===== config.mk =====
export PLATFORM = sky130hd
export DESIGN_NAME = fetch_sequencer_flat
export DESIGN_NICKNAME = d
export VERILOG_FILES = /design/src/rtl/fetch_sequencer_if.sv /design/src/rtl/fetch_sequencer.sv /design/src/flat_wrapper.sv
export SDC_FILE = /design/constraint.sdc
export NUM_CORES = 1
export LEC_CHECK = 0
export ABC_AREA = 1
export CORE_UTILIZATION = 35
export CTS_BUF_LIST = sky130_fd_sc_hd__clkbuf_16
export DETAILED_ROUTE_END_ITERATION = 10
export MAX_ROUTING_LAYER = met4
export SLEW_MARGIN = 25
export SYNTH_ARGS = -nofsm -noshare
export SYNTH_HDL_FRONTEND = slang
export SYNTH_SLANG_ARGS = --single-unit

===== constraint.sdc =====
create_clock -name Clk -period 5.1 [get_ports Clk]
set_input_delay 0.765 -clock Clk [delete_from_list [all_inputs] [get_ports Clk]]
set_output_delay 0.765 -clock Clk [all_outputs]
set_load 0.1 [all_outputs]

===== src/rtl/fetch_sequencer_if.sv =====
// Fetch-side bus: program handshake, ROM fetch and branch feedback.
// The master side is the sequencer (owns PC); the slave side is the
// surrounding start logic, instruction ROM, decoder and ALU.
interface fetch_sequencer_if #(
  parameter int unsigned PC_W    = 10,
  parameter int unsigned INSTR_W = 9,
  parameter int unsigned OFF_W   = 8,
  parameter int unsigned CNT_W   = 16
);
  logic               Start;
  logic [PC_W-1:0]    StartAddr;
  logic [INSTR_W-1:0] InstrIn;
  logic               BranchRel;
  logic               Taken;
  logic [OFF_W-1:0]   BranchOff;
  logic [PC_W-1:0]    PC;
  logic [5:0]         Instruction;
  logic               Valid;
  logic               Done;
  logic [CNT_W-1:0]   RetiredCnt;

  modport master (
    input  Start, StartAddr, InstrIn, BranchRel, Taken, BranchOff,
    output PC, Instruction, Valid, Done, RetiredCnt
  );

  modport slave (
    output Start, StartAddr, InstrIn, BranchRel, Taken, BranchOff,
    input  PC, Instruction, Valid, Done, RetiredCnt
  );
endinterface


===== src/rtl/fetch_sequencer.sv =====
// Program counter and fetch control: sequential or PC-relative next PC,
// Start/Done program handshake, halt detection and a saturating
// retired-instruction counter.
module fetch_sequencer #(
  parameter int unsigned        PC_W      = 10,
  parameter int unsigned        INSTR_W   = 9,
  parameter int unsigned        OFF_W     = 8,
  parameter logic [INSTR_W-1:0] HALT_WORD = 9'h1FF,
  parameter int unsigned        CNT_W     = 16
) (
  input  logic               Clk,
  input  logic               Reset_n,
  fetch_sequencer_if.master  bus
);

  typedef enum logic [1:0] {
    IDLE,
    RUN,
    HALT
  } state_t;

  state_t           state;
  logic [PC_W-1:0]  pc;
  logic             done;
  logic [CNT_W-1:0] cnt;

  logic             is_halt;
  logic [PC_W-1:0]  off_ext;
  logic [PC_W-1:0]  pc_next;

  // Decode halt word and compute the next PC for a retiring instruction
  always_comb begin
    is_halt = (bus.InstrIn == HALT_WORD);
    off_ext = {{(PC_W-OFF_W){bus.BranchOff[OFF_W-1]}}, bus.BranchOff};
    if (bus.BranchRel && bus.Taken)
      pc_next = pc + off_ext;
    else
      pc_next = pc + PC_W'(1);
  end

  // Sequencer state, PC, Done flag and retired counter
  always_ff @(posedge Clk or negedge Reset_n) begin
    if (!Reset_n) begin
      state <= IDLE;
      pc    <= '0;
      done  <= 1'b0;
      cnt   <= '0;
    end else begin
      case (state)
        IDLE: begin
          if (bus.Start) begin
            pc    <= bus.StartAddr;
            cnt   <= '0;
            state <= RUN;
          end
        end
        RUN: begin
          if (is_halt) begin
            done  <= 1'b1;
            state <= HALT;
          end else begin
            pc <= pc_next;
            if (cnt != '1)
              cnt <= cnt + CNT_W'(1);
          end
        end
        HALT: begin
          if (bus.Start) begin
            done  <= 1'b0;
            pc    <= bus.StartAddr;
            cnt   <= '0;
            state <= RUN;
          end
        end
        default: state <= IDLE;
      endcase
    end
  end

  // Output drive: registered PC/Done/count, live-instruction flag from fetch
  always_comb begin
    bus.PC          = pc;
    bus.Done        = done;
    bus.RetiredCnt  = cnt;
    bus.Instruction = bus.InstrIn[INSTR_W-1 -: 6];
    bus.Valid       = (state == RUN) && !is_halt;
  end

endmodule


===== src/flat_wrapper.sv =====
// flat-port wrapper written by rule: the top's interface ports become plain ports
module fetch_sequencer_flat 
#(
  parameter int unsigned        PC_W      = 10,
  parameter int unsigned        INSTR_W   = 9,
  parameter int unsigned        OFF_W     = 8,
  parameter logic [INSTR_W-1:0] HALT_WORD = 9'h1FF,
  parameter int unsigned        CNT_W     = 16
)
  (Clk, Reset_n, bus_Start, bus_StartAddr, bus_InstrIn, bus_BranchRel, bus_Taken, bus_BranchOff, bus_PC, bus_Instruction, bus_Valid, bus_Done, bus_RetiredCnt);
  fetch_sequencer_if #(.PC_W(PC_W), .INSTR_W(INSTR_W), .OFF_W(OFF_W), .CNT_W(CNT_W)) bus_i ();
  input  logic Clk;
  input  logic Reset_n;
  input wire logic [$bits(bus_i.Start)-1:0] bus_Start;
  input wire logic [$bits(bus_i.StartAddr)-1:0] bus_StartAddr;
  input wire logic [$bits(bus_i.InstrIn)-1:0] bus_InstrIn;
  input wire logic [$bits(bus_i.BranchRel)-1:0] bus_BranchRel;
  input wire logic [$bits(bus_i.Taken)-1:0] bus_Taken;
  input wire logic [$bits(bus_i.BranchOff)-1:0] bus_BranchOff;
  output wire logic [$bits(bus_i.PC)-1:0] bus_PC;
  output wire logic [$bits(bus_i.Instruction)-1:0] bus_Instruction;
  output wire logic [$bits(bus_i.Valid)-1:0] bus_Valid;
  output wire logic [$bits(bus_i.Done)-1:0] bus_Done;
  output wire logic [$bits(bus_i.RetiredCnt)-1:0] bus_RetiredCnt;
  assign bus_i.Start = bus_Start;
  assign bus_i.StartAddr = bus_StartAddr;
  assign bus_i.InstrIn = bus_InstrIn;
  assign bus_i.BranchRel = bus_BranchRel;
  assign bus_i.Taken = bus_Taken;
  assign bus_i.BranchOff = bus_BranchOff;
  assign bus_PC = bus_i.PC;
  assign bus_Instruction = bus_i.Instruction;
  assign bus_Valid = bus_i.Valid;
  assign bus_Done = bus_i.Done;
  assign bus_RetiredCnt = bus_i.RetiredCnt;
  fetch_sequencer #(.PC_W(PC_W), .INSTR_W(INSTR_W), .OFF_W(OFF_W), .HALT_WORD(HALT_WORD), .CNT_W(CNT_W)) u_core (.Clk(Clk), .Reset_n(Reset_n), .bus(bus_i));
endmodule

=== Yosys cells after proc, flatten, opt, wreduce, memory -nomap -nowiden ===
Cells that the tools add are included.

* Bits in read-only memories: 0
* RAM bits: 0
* Logic and storage cells: 41
* Memories: 0
* Output and inout port bits: 34
* Bits in latches: 0
* Flip-flop bits (word level): 29

* Bitwise logic cells: 0
* Order comparisons: 0
* Equality and inequality tests: 9
* Div/mod/pow operators: 0
* Mux-type cells: 14
* Multipliers: 0
* Shift-type cells: 0
* Reductions and logical operators: 11
* Add/sub/neg operators: 3

{| class="wikitable"
|+ Operators by type and width
! kind !! number
|-
| 2-to-1 mux 16 bit || 3
|-
| case mux 16 bit (2 select lines) || 1
|-
| 2-to-1 mux 10 bit || 3
|-
| case mux 10 bit (2 select lines) || 1
|-
| adder 16 x 1 -> 16 bit, second input constant || 1
|-
| != test 16 bit, second input constant || 1
|-
| adder 10 x 1 -> 10 bit, second input constant || 1
|-
| adder 10 bit || 1
|-
| equality test 9 bit, second input constant || 1
|-
| != test 2 x 1 -> 1 bit, second input constant || 3
|-
| AND reduction 3 bit || 2
|-
| 2-to-1 mux 2 bit || 2
|-
| != test 2 bit, second input constant || 2
|-
| case mux 2 bit (2 select lines) || 1
|-
| AND reduction 4 bit || 1
|-
| nonzero test 2 bit || 2
|-
| equality test 2 x 1 -> 1 bit, second input constant || 1
|-
| equality test 2 bit, second input constant || 1
|-
| logical AND 1 bit || 2
|-
| zero test 2 bit || 1
|-
| 2-to-1 mux 1 bit || 2
|-
| case mux 1 bit (2 select lines) || 1
|-
| AND reduction 2 bit || 1
|-
| OR reduction 2 bit || 1
|-
| zero test 1 bit || 1
|}

=== Depth between registers and ports, before layout ===
Gate-level depths: netlist (run 1).

* Word-level depth: 4
* Gate-level depth with buffers: 13
* Depth with buffers taken out: 13

=== Worst setup path before layout (run 1) ===
No wires, ideal clock.

* Path type: input to register
* Start point: input port bus_BranchRel
* End point: register u_core.pc[8] (netlist: u_core.bus.PC[8])
* Arrival time: 2.307 ns
* Cell stages on the path: 12
* Required time: 4.980 ns
* Path buffers: 0
* Library setup time: 0.120 ns
* Setup slack: 2.673 ns
* Cells stage by stage: nand2_1 or2_2 ha_1 fa_1 nand3_1 nand3_1 nand2_1 nand2_1 nand2_1 nand3_1 nand2_1 nand2_1

* Word-level cells in the longest chain between the ends: 4

{| class="wikitable"
|+ Ends and longest elaborated chain
! item !! RTL line !! text
|-
| from (decl) || flat_wrapper.sv:17 || <nowiki>input wire logic [$bits(bus_i.BranchRel)-1:0] bus_BranchRel;</nowiki>
|-
| logical AND 1 bit || fetch_sequencer.sv:35 || <nowiki>if (bus.BranchRel && bus.Taken)</nowiki>
|-
| 2-to-1 mux 10 bit || fetch_sequencer.sv:35 ||
|-
| 2-to-1 mux 10 bit || fetch_sequencer.sv:58 || <nowiki>if (is_halt) begin</nowiki>
|-
| case mux 10 bit (2 select lines) || fetch_sequencer.sv:49 || <nowiki>case (state)</nowiki>
|-
| to (signal assigned) || fetch_sequencer.sv:52 || <nowiki>pc <= bus.StartAddr;</nowiki>
|-
| to (signal assigned) || fetch_sequencer.sv:62 || <nowiki>pc <= pc_next;</nowiki>
|-
| to (signal assigned) || fetch_sequencer.sv:70 || <nowiki>pc <= bus.StartAddr;</nowiki>
|-
| to (decl) || fetch_sequencer.sv:23 || <nowiki>logic [PC_W-1:0] pc;</nowiki>
|}

Every way passes these cells. The select of a mux whose other input is x is not followed.
A chain may end at the register's enable or synchronous reset.

=== Worst setup path after layout (run 1) ===
* Start point: input port bus_InstrIn[7]
* End point: output port bus_Valid

* Word-level cells in the longest chain between the ends: 3

{| class="wikitable"
|+ Ends and longest elaborated chain
! item !! RTL line !! text
|-
| from (decl) || flat_wrapper.sv:16 || <nowiki>input wire logic [$bits(bus_i.InstrIn)-1:0] bus_InstrIn;</nowiki>
|-
| equality test 9 bit || fetch_sequencer.sv:33 || <nowiki>is_halt = (bus.InstrIn == HALT_WORD);</nowiki>
|-
| zero test 1 bit || fetch_sequencer.sv:86 || <nowiki>bus.Valid = (state == RUN) && !is_halt;</nowiki>
|-
| logical AND 1 bit || fetch_sequencer.sv:86 ||
|-
| to (decl) || flat_wrapper.sv:22 || <nowiki>output wire logic [$bits(bus_i.Valid)-1:0] bus_Valid;</nowiki>
|}

Every way passes these cells.

==> impl_results.md, run 1 <==
- Nets: between 400 and 500
- Ys async rst share: between 90% and 100%
- Clock share of power: 15.5%
- Core Area: approximately 6000 sq um
- Sequential share of power: around 20%
- R2R depth: 8
- Register area share after synthesis: 32.3%
- Worst Setup End Kind: primary output
- Area after DPL: 2900 sq um
- Fmax: between 0.2 and 0.3 GHz
- Max Root-Sink Buffers: 2
- Number of synthesized flops with an enable pin: 0
- Via density: approximately 4.8
- Comb power frac: between 60% and 70%
- Top Layer Used: met4
- Largest net degree at the start of global routing: 30
- Final setup vio count: 0
- Clock Latency Late Sink: ~270 ps
- Number of remaining DRC errors: 0
- Count leader, synth: nand2_1
- Layout cells sized above 1: between 4 and 5%
- Slew margin rel.: 33.9%
- DP HPWL: 4370 um
- TritonCTS clock tree: yes
- Power Internal: between 700 and 800 uW
- CP Buf/Inv Count: 3
- Die ar.: between 6000 and 7000 sq um
- GP Congestion: about 0.88
- Clk sinks: 29
- Crit Path Class: input port to primary output
- Worst Hold Launch: u_core.bus.Done
- Routed length on met3: 251 um
- Total power: 1.77 mW
- Met2 WL: roughly 2700 um
- Max incr delay on CP: about 1100 ps
- Max IR drop VDD: roughly 430 uV
- Syn nets: about 380
- Post-CTS resize count: 0
- Cell count after synthesis: 340
- Num rows: 28
- Hold Fails Final Rpt: 0
- Synth top area share: between 30 and 40%
- Switching Power: approximately 1 mW
- Slowest cell on the critical path: clkdlybuf4s50_1
- Setup Skew: approximately 5.2 ps
- Hold_buf cts: 0
- Layout area overhead: 35.6%
- Max-Cap Viols: 0
- FF+latch count, synth: 29
- Hold path endpoint: u_core.bus.Done
- WL met1: around 2700 um
- Required @ worst endpoint: between 4000 and 5000 ps
- PD cells: a little under 600 nW/um^2
- Sw Share: between 50% and 60%
- Chip Height: 82.1 um
- Drt pass-1 iters: 4
- Root Driver: clkbuf_16
- Initial DRC Count: 94
- Total GRT Usage: approximately a fifth
- Final worst path period share: between 60% and 70%
- N_diodes: 0
- Syn avg cell area: 6.60 sq um
- Delay-heaviest family, CP: buffers and inverters
- DR WL/cell: roughly 12 um
- Flop-to-flop setup slack: around 3000 ps
- Vias in the first global route: 2057
- Worst-margin pin slew: about 1000 ps
- Chip width: 82.1 um
- Initial antenna violation count: 0
- TritonCTS buffer count: 5
- Commonest cells in the netlist: nand2_1, nor2_1, inv_1
- Setup TNS: 0 ps
- Cell area after synthesis: roughly 2200 sq um
- Worst-path maximum fanout: 3
- Critical path arrival: approximately 2600 ps
- I/O pin count: 66
- Critical R2R Launch: u_core.state[0]
- RSZ-0062 raised after global routing: false
- Outcome: finished, final reports clean
- Post-DRT Antenna Nets: 0
- Static leakage: roughly 1.4 nW
- CP Launch Type: input port
- Reg clk slew, reported paths: 50 ps
- Syn. warnings: 0
- Via count: about 2300
- Fillers: 653
- Hold WC Path Type: flip-flop to flip-flop
- Yosys cell types: 30
- Pins Over Slew Limit: 0
- GR Overflow Total: 0
- Synth Flop Type: dfrtp_1
- Final wirelength: between 5000 and 6000 um
- RR Endpoint: u_core.bus.PC[7]
- Worst hold slack: approximately 500 ps
- Hold depth: 2
- Area leader, netlist: dfrtp_1
- First-pass GRT wire length: 9320 um
- # Post-CTS Setup Buffers: 0
- H-tree depth: 2
- Synth top area cells: dfrtp_1, nand2_1, nor2_1
- Initial core utilization: between 30% and 40%
- Tmin final: 3400 ps
- Final Cell Area: 3040 sq um
- IO Port Bufs: between 60 and 70
- Critical-path cell list: clkdlybuf4s50_1 > nand2_1 > nor2_1 > nand3_1 > nand2_1 > inv_1 > clkdlybuf4s50_1
placed cells by master, fill, tap and decap left out, types with 3 or more instances in the layout:
cell             count
nand4_1              8
dfrtp_1             29
a31oi_1              4
a21oi_1              6
clkbuf_16            5
nand3_1             27
nor3_1               5
clkdlybuf4s50_1     65
o21ai_0             16
inv_1               38
or2_2                3
xnor2_1              3
nand2_1            114
nor2_1              44
ha_1                10
xor2_1               6
flip-flops by register name, indices dropped and copies added (netlist names):
| name | count |
|---|---|
| u_core.bus.PC | 10 |
| u_core.bus.RetiredCnt | 16 |
| u_core.bus.Done | 1 |
| u_core.state | 2 |
area by class of cell:
type                            count  area (sq um)  share of cell area (%)
Sequential cell                    29           726                    23.8
Inverter                           38           143                    4.69
Timing Repair Buffer               67           666                    21.9
Multi-Input combinational cell    259          1280                    41.9
Clock buffer                        5           125                    4.11
Tap cell                           75          93.8                    3.08
Clock inverter                      3          13.8                   0.452
power groups by stage:
| stage | clock network, mW | registers (mW) | logic, mW |
|---|---|---|---|
| detailed placement | 0 | 0.364 | 1.14 |
| floorplan | 0 | 0.748 | 0.519 |
| global placement | 0 | 0.364 | 1.13 |
| finish | 0.275 | 0.362 | 1.13 |
| CTS | 0.286 | 0.362 | 1.14 |
| global route | 0.296 | 0.372 | 1.23 |
cells by family (layout without fill, tap and decap cells):
family | after synthesis | in the layout | share of synthesized area (%)
AOI/OAI and AO/OA | 33 | 33 | 8.25
xor gates and xnor gates | 9 | 9 | 3.51
adders and majority gates | 11 | 11 | 6.47
buffers and inverters | 52 | 113 | 10.8
DFF | 29 | 29 | 32.3
and+or+nand+nor | 206 | 206 | 38.6
per-layer routing:
| metal | vias up | global-route usage [%] |
|---|---|---|
| li1 | 1200 | - |
| met1 | 1027 | 23.0 |
| met2 | 55 | 30.7 |
| met3 | 12 | 3.33 |
| met4 | 0 | 7.54 |
| met5 | - | - |
per-stage QoR:
stage,setup slack [ps],instances,util [%]
floorplan,2670,340,-
global placement,1720,468,47.9
detailed placement,1690,468,47.9
CTS,1690,476,50.2
global route,1590,476,50.2
finish,1700,476,50.2
worst max-delay path by stage:
stage | start | endpoint | slack (ps) | cells past startpoint
floorplan | bus_BranchRel | u_core.bus.PC[8] | 2670 | 12
global route | bus_InstrIn[7] | bus_Valid | 1590 | 7
finish | bus_InstrIn[7] | bus_Valid | 1700 | 7
detailed placement | bus_InstrIn[7] | bus_Valid | 1690 | 7
CTS | bus_InstrIn[7] | bus_Valid | 1690 | 7
global placement | bus_InstrIn[3] | bus_Valid | 1720 | 7
tightest hold or removal path, delay by kind of cell, from the launching register on:
kind	cells	cell delay, ps
DFF	1	340
AOI/OAI and AO/OA	1	80
and+or+nand+nor	1	60
Note: power is estimated with default switching activity, not from simulation.
==> inputs of run 2 (changes only) <==
==> constraint.sdc (replaced) <==
create_clock -name Clk -period 3.3 [get_ports Clk]
set_input_delay 0.495 -clock Clk [delete_from_list [all_inputs] [get_ports Clk]]
set_output_delay 0.495 -clock Clk [all_outputs]
set_load 0.1 [all_outputs]
==> run 2 against run 1 <==
Against the previous run:
- flip-flop and latch count unchanged
- count of clock-buffer cells in the layout unchanged
- worst hold slack better by 14 ps
- critical path depth up 6
- sequential power up 60%
- largest power group unchanged
- worst setup slack worse by 900 ps
- register-to-register slack worse by 1800 ps
- first-iteration DRC count up 40%
- power up 54%
- largest cell class unchanged
- routed wire length down 1.7%
- critical path type is now input port to flip-flop
- critical endpoint is now u_core.bus.PC[8]
- global-route usage up 0.65 points
==> impl_results.md, run 2 (synthesis results as in run 1) <==
- Outcome: finished, final reports clean
- N_diodes: 0 (unchanged)
- CP dominant cell by count: nand2_1
- Total GRT Usage: 19.5% (+0.65 points)
- Sequential share of power: 21.2% (+0.8 points)
- Chip width: 82.1 um (unchanged)
- Core Area: 6060 sq um (unchanged)
- Clock share of power: 15.9% (+0.4 points)
- Slew margin rel.: 34.7% (+0.84 points)
- Register area: 726 sq um (unchanged)
- Comb power frac: 62.9% (-1.1 points)
- TritonCTS clock tree: yes
- Max IR drop VDD: 644 uV (+48%)
- Clk sinks: 29 (unchanged)
- Max incr delay on CP: 470 ps (-650 ps)
- Max reg flops: 16 (unchanged)
- Max-Cap Viols: 0 (unchanged)
- Setup Skew: 3.88 ps (-1.28 ps)
- Final Util: 49.4% (-0.85 points)
- Power Internal: 1.18 mW (+53%)
- Layout area overhead: 33.3%
- CP Buf/Inv Count: 1 (-2)
- Area after DPL: 2850 sq um (-1.7%)
- Most frequent cells in the layout: nand2_1, clkdlybuf4s50_1, nor2_1, inv_1, dfrtp_1
- DP HPWL: 4290 um (-1.8%)
- Num rows: 28 (unchanged)
- Nets: 443 (unchanged)
- TritonCTS buffer count: 5 (unchanged)
- DR WL/cell: 11.9 um (-1.7%)
- Switching Power: 1.55 mW (+55%)
- Via density: 4.82 (about the same)
- I/O pin count: 66 (unchanged)
- Delay-heaviest family, CP: simple AND/OR/NAND/NOR gates
- IO Port Bufs: 65 (unchanged)
- Final Cell Area: 2990 sq um (-1.7%)
- Required @ worst endpoint: 3470 ps (-870 ps)
- Static leakage: 1.43 nW (+1.8%)
- Drt pass-1 iters: 4 (unchanged)
- CP Launch Type: input port
- Initial DRC Count: 132 (+40%)
- Via count: 2295 (+0.044%)
- Total power: 2.73 mW (+54%)
- Initial core utilization: 37.0% (unchanged)
- Post-CTS resize count: 0 (unchanged)
- Max Root-Sink Buffers: 2 (unchanged)
- # Post-CTS Setup Buffers: 0 (unchanged)
- Worst Setup End Kind: flip-flop
- GR Overflow Total: 0 (unchanged)
- Sw Share: 56.8% (+0.29 points)
- H-tree depth: 2 (unchanged)
- Fillers: 629 (-3.7%)
- PD cells: 913 nW/um^2 (+57%)
- Reg clk slew, reported paths: 50 ps (about the same)
- Vias in the first global route: 2170 (+5.5%)
- Leading cell type in the layout, fill and taps excluded: nand2_1
- Setup TNS: 0 ps (unchanged)
- Final wirelength: 5640 um (-1.7%)
- RSZ-0062 raised after global routing: false
- Final worst path period share: about three quarters
- Chip Height: 82.1 um (unchanged)
- Tmin final: 2500 ps
- Initial antenna violation count: 0 (unchanged)
- Root Driver: clkbuf_16
- Crit Path Class: input port to flip-flop
- Layout cells sized above 1: 9.23% (+4.7 points)
- Multi-input gate area: 1280 sq um (unchanged)
- Critical path arrival: 2680 ps (+40 ps)
- Post-DRT Antenna Nets: 0 (unchanged)
- Fmax: about 0.40 GHz
- Final setup vio count: 0 (unchanged)
- Hold WC Path Type: flip-flop to flip-flop
- Slowest cell on the critical path: clkdlybuf4s50_1
- Critical-path cell list: clkdlybuf4s50_1 > nand2_1 > or2_2 > ha_1 > fa_1 > nand3_1 > nand3_1 > nand2_1 > nand2_1 > nand2_1 > nand3_1 > nand2_1 > nand2_1
- Clock Latency Late Sink: 280 ps (about the same)
- Hold_buf cts: 0 (unchanged)
- Hold Fails Final Rpt: 0 (unchanged)
- Number of remaining DRC errors: 0 (unchanged)
- Largest net degree at the start of global routing: 30 (unchanged)
- Die ar.: 6740 sq um (unchanged)
- Pins Over Slew Limit: 0 (unchanged)
- Worst-path maximum fanout: 8 (+5)
- Worst-margin pin slew: 976 ps (-12.6 ps)
- GP Congestion: 0.877 (about the same)
- First-pass GRT wire length: 9660 um (+3.6%)
[run 2: cell types whose count changed in the layout (fill, tap and decap cells not counted), sizes merged]
cell,before,now
buf,2,22
clkdlybuf4s50,65,45
clkinv,2,3
inv,39,38
[run 2: worst paths after layout]
path	startpoint	end	slack, ps	cells past startpoint
worst max-delay path	bus_BranchRel	u_core.bus.PC[8]	800	13
worst min-delay path	u_core.bus.Done	u_core.bus.Done	520	2
worst max register to register	u_core.state[0]	u_core.bus.PC[5]	1210	7
worst min register to register	u_core.bus.Done	u_core.bus.Done	520	2
max in group asynchronous	Reset_n	u_core.bus.RetiredCnt[13]	2410	2
min in group asynchronous	Reset_n	u_core.bus.RetiredCnt[0]	600	2
[run 2: per-stage QoR]
stage               hold WS [ps]  setup slack (ps)  std cells
floorplan                    199               931        340
global placement             492               516        468
detailed placement           496               485        468
CTS                          515               769        476
global route                 558               590        476
finish                       516               796        476
[run 2: worst min-delay path, cell delays in order, from the launching register on]
cell     delay (ps)
dfrtp_1         340
o21ai_0          80
nand2_1          60
[run 2: layout make-up]
type	count	area share, %
clock inverter	3	0.418
inverter	38	4.77
timing repair buffer	67	20.6
tap	75	3.14
multi-input combinational	259	42.7
sequential	29	24.3
clock buffer	5	4.18
[run 2: power groups by stage]
| stage | sequential (mW) | combinational [mW] | clock [mW] |
|---|---|---|---|
| 2_1_floorplan | 1.16 | 0.802 | 0 |
| 3_5_place_dp | 0.586 | 1.73 | 0 |
| 5_1_grt | 0.603 | 1.87 | 0.462 |
| 6_report | 0.578 | 1.72 | 0.434 |
| 4_1_cts | 0.581 | 1.74 | 0.447 |
| 3_3_place_gp | 0.588 | 1.72 | 0 |
[run 2: routing by layer]
layer | up-vias | global-route usage (%) | wire (um)
met5 | - | - | 0
met4 | 0 | 6.32 | 88
met3 | 10 | 4.33 | 279
met2 | 54 | 31.9 | 2630
met1 | 1026 | 23.7 | 2650
li1 | 1205 | - | -
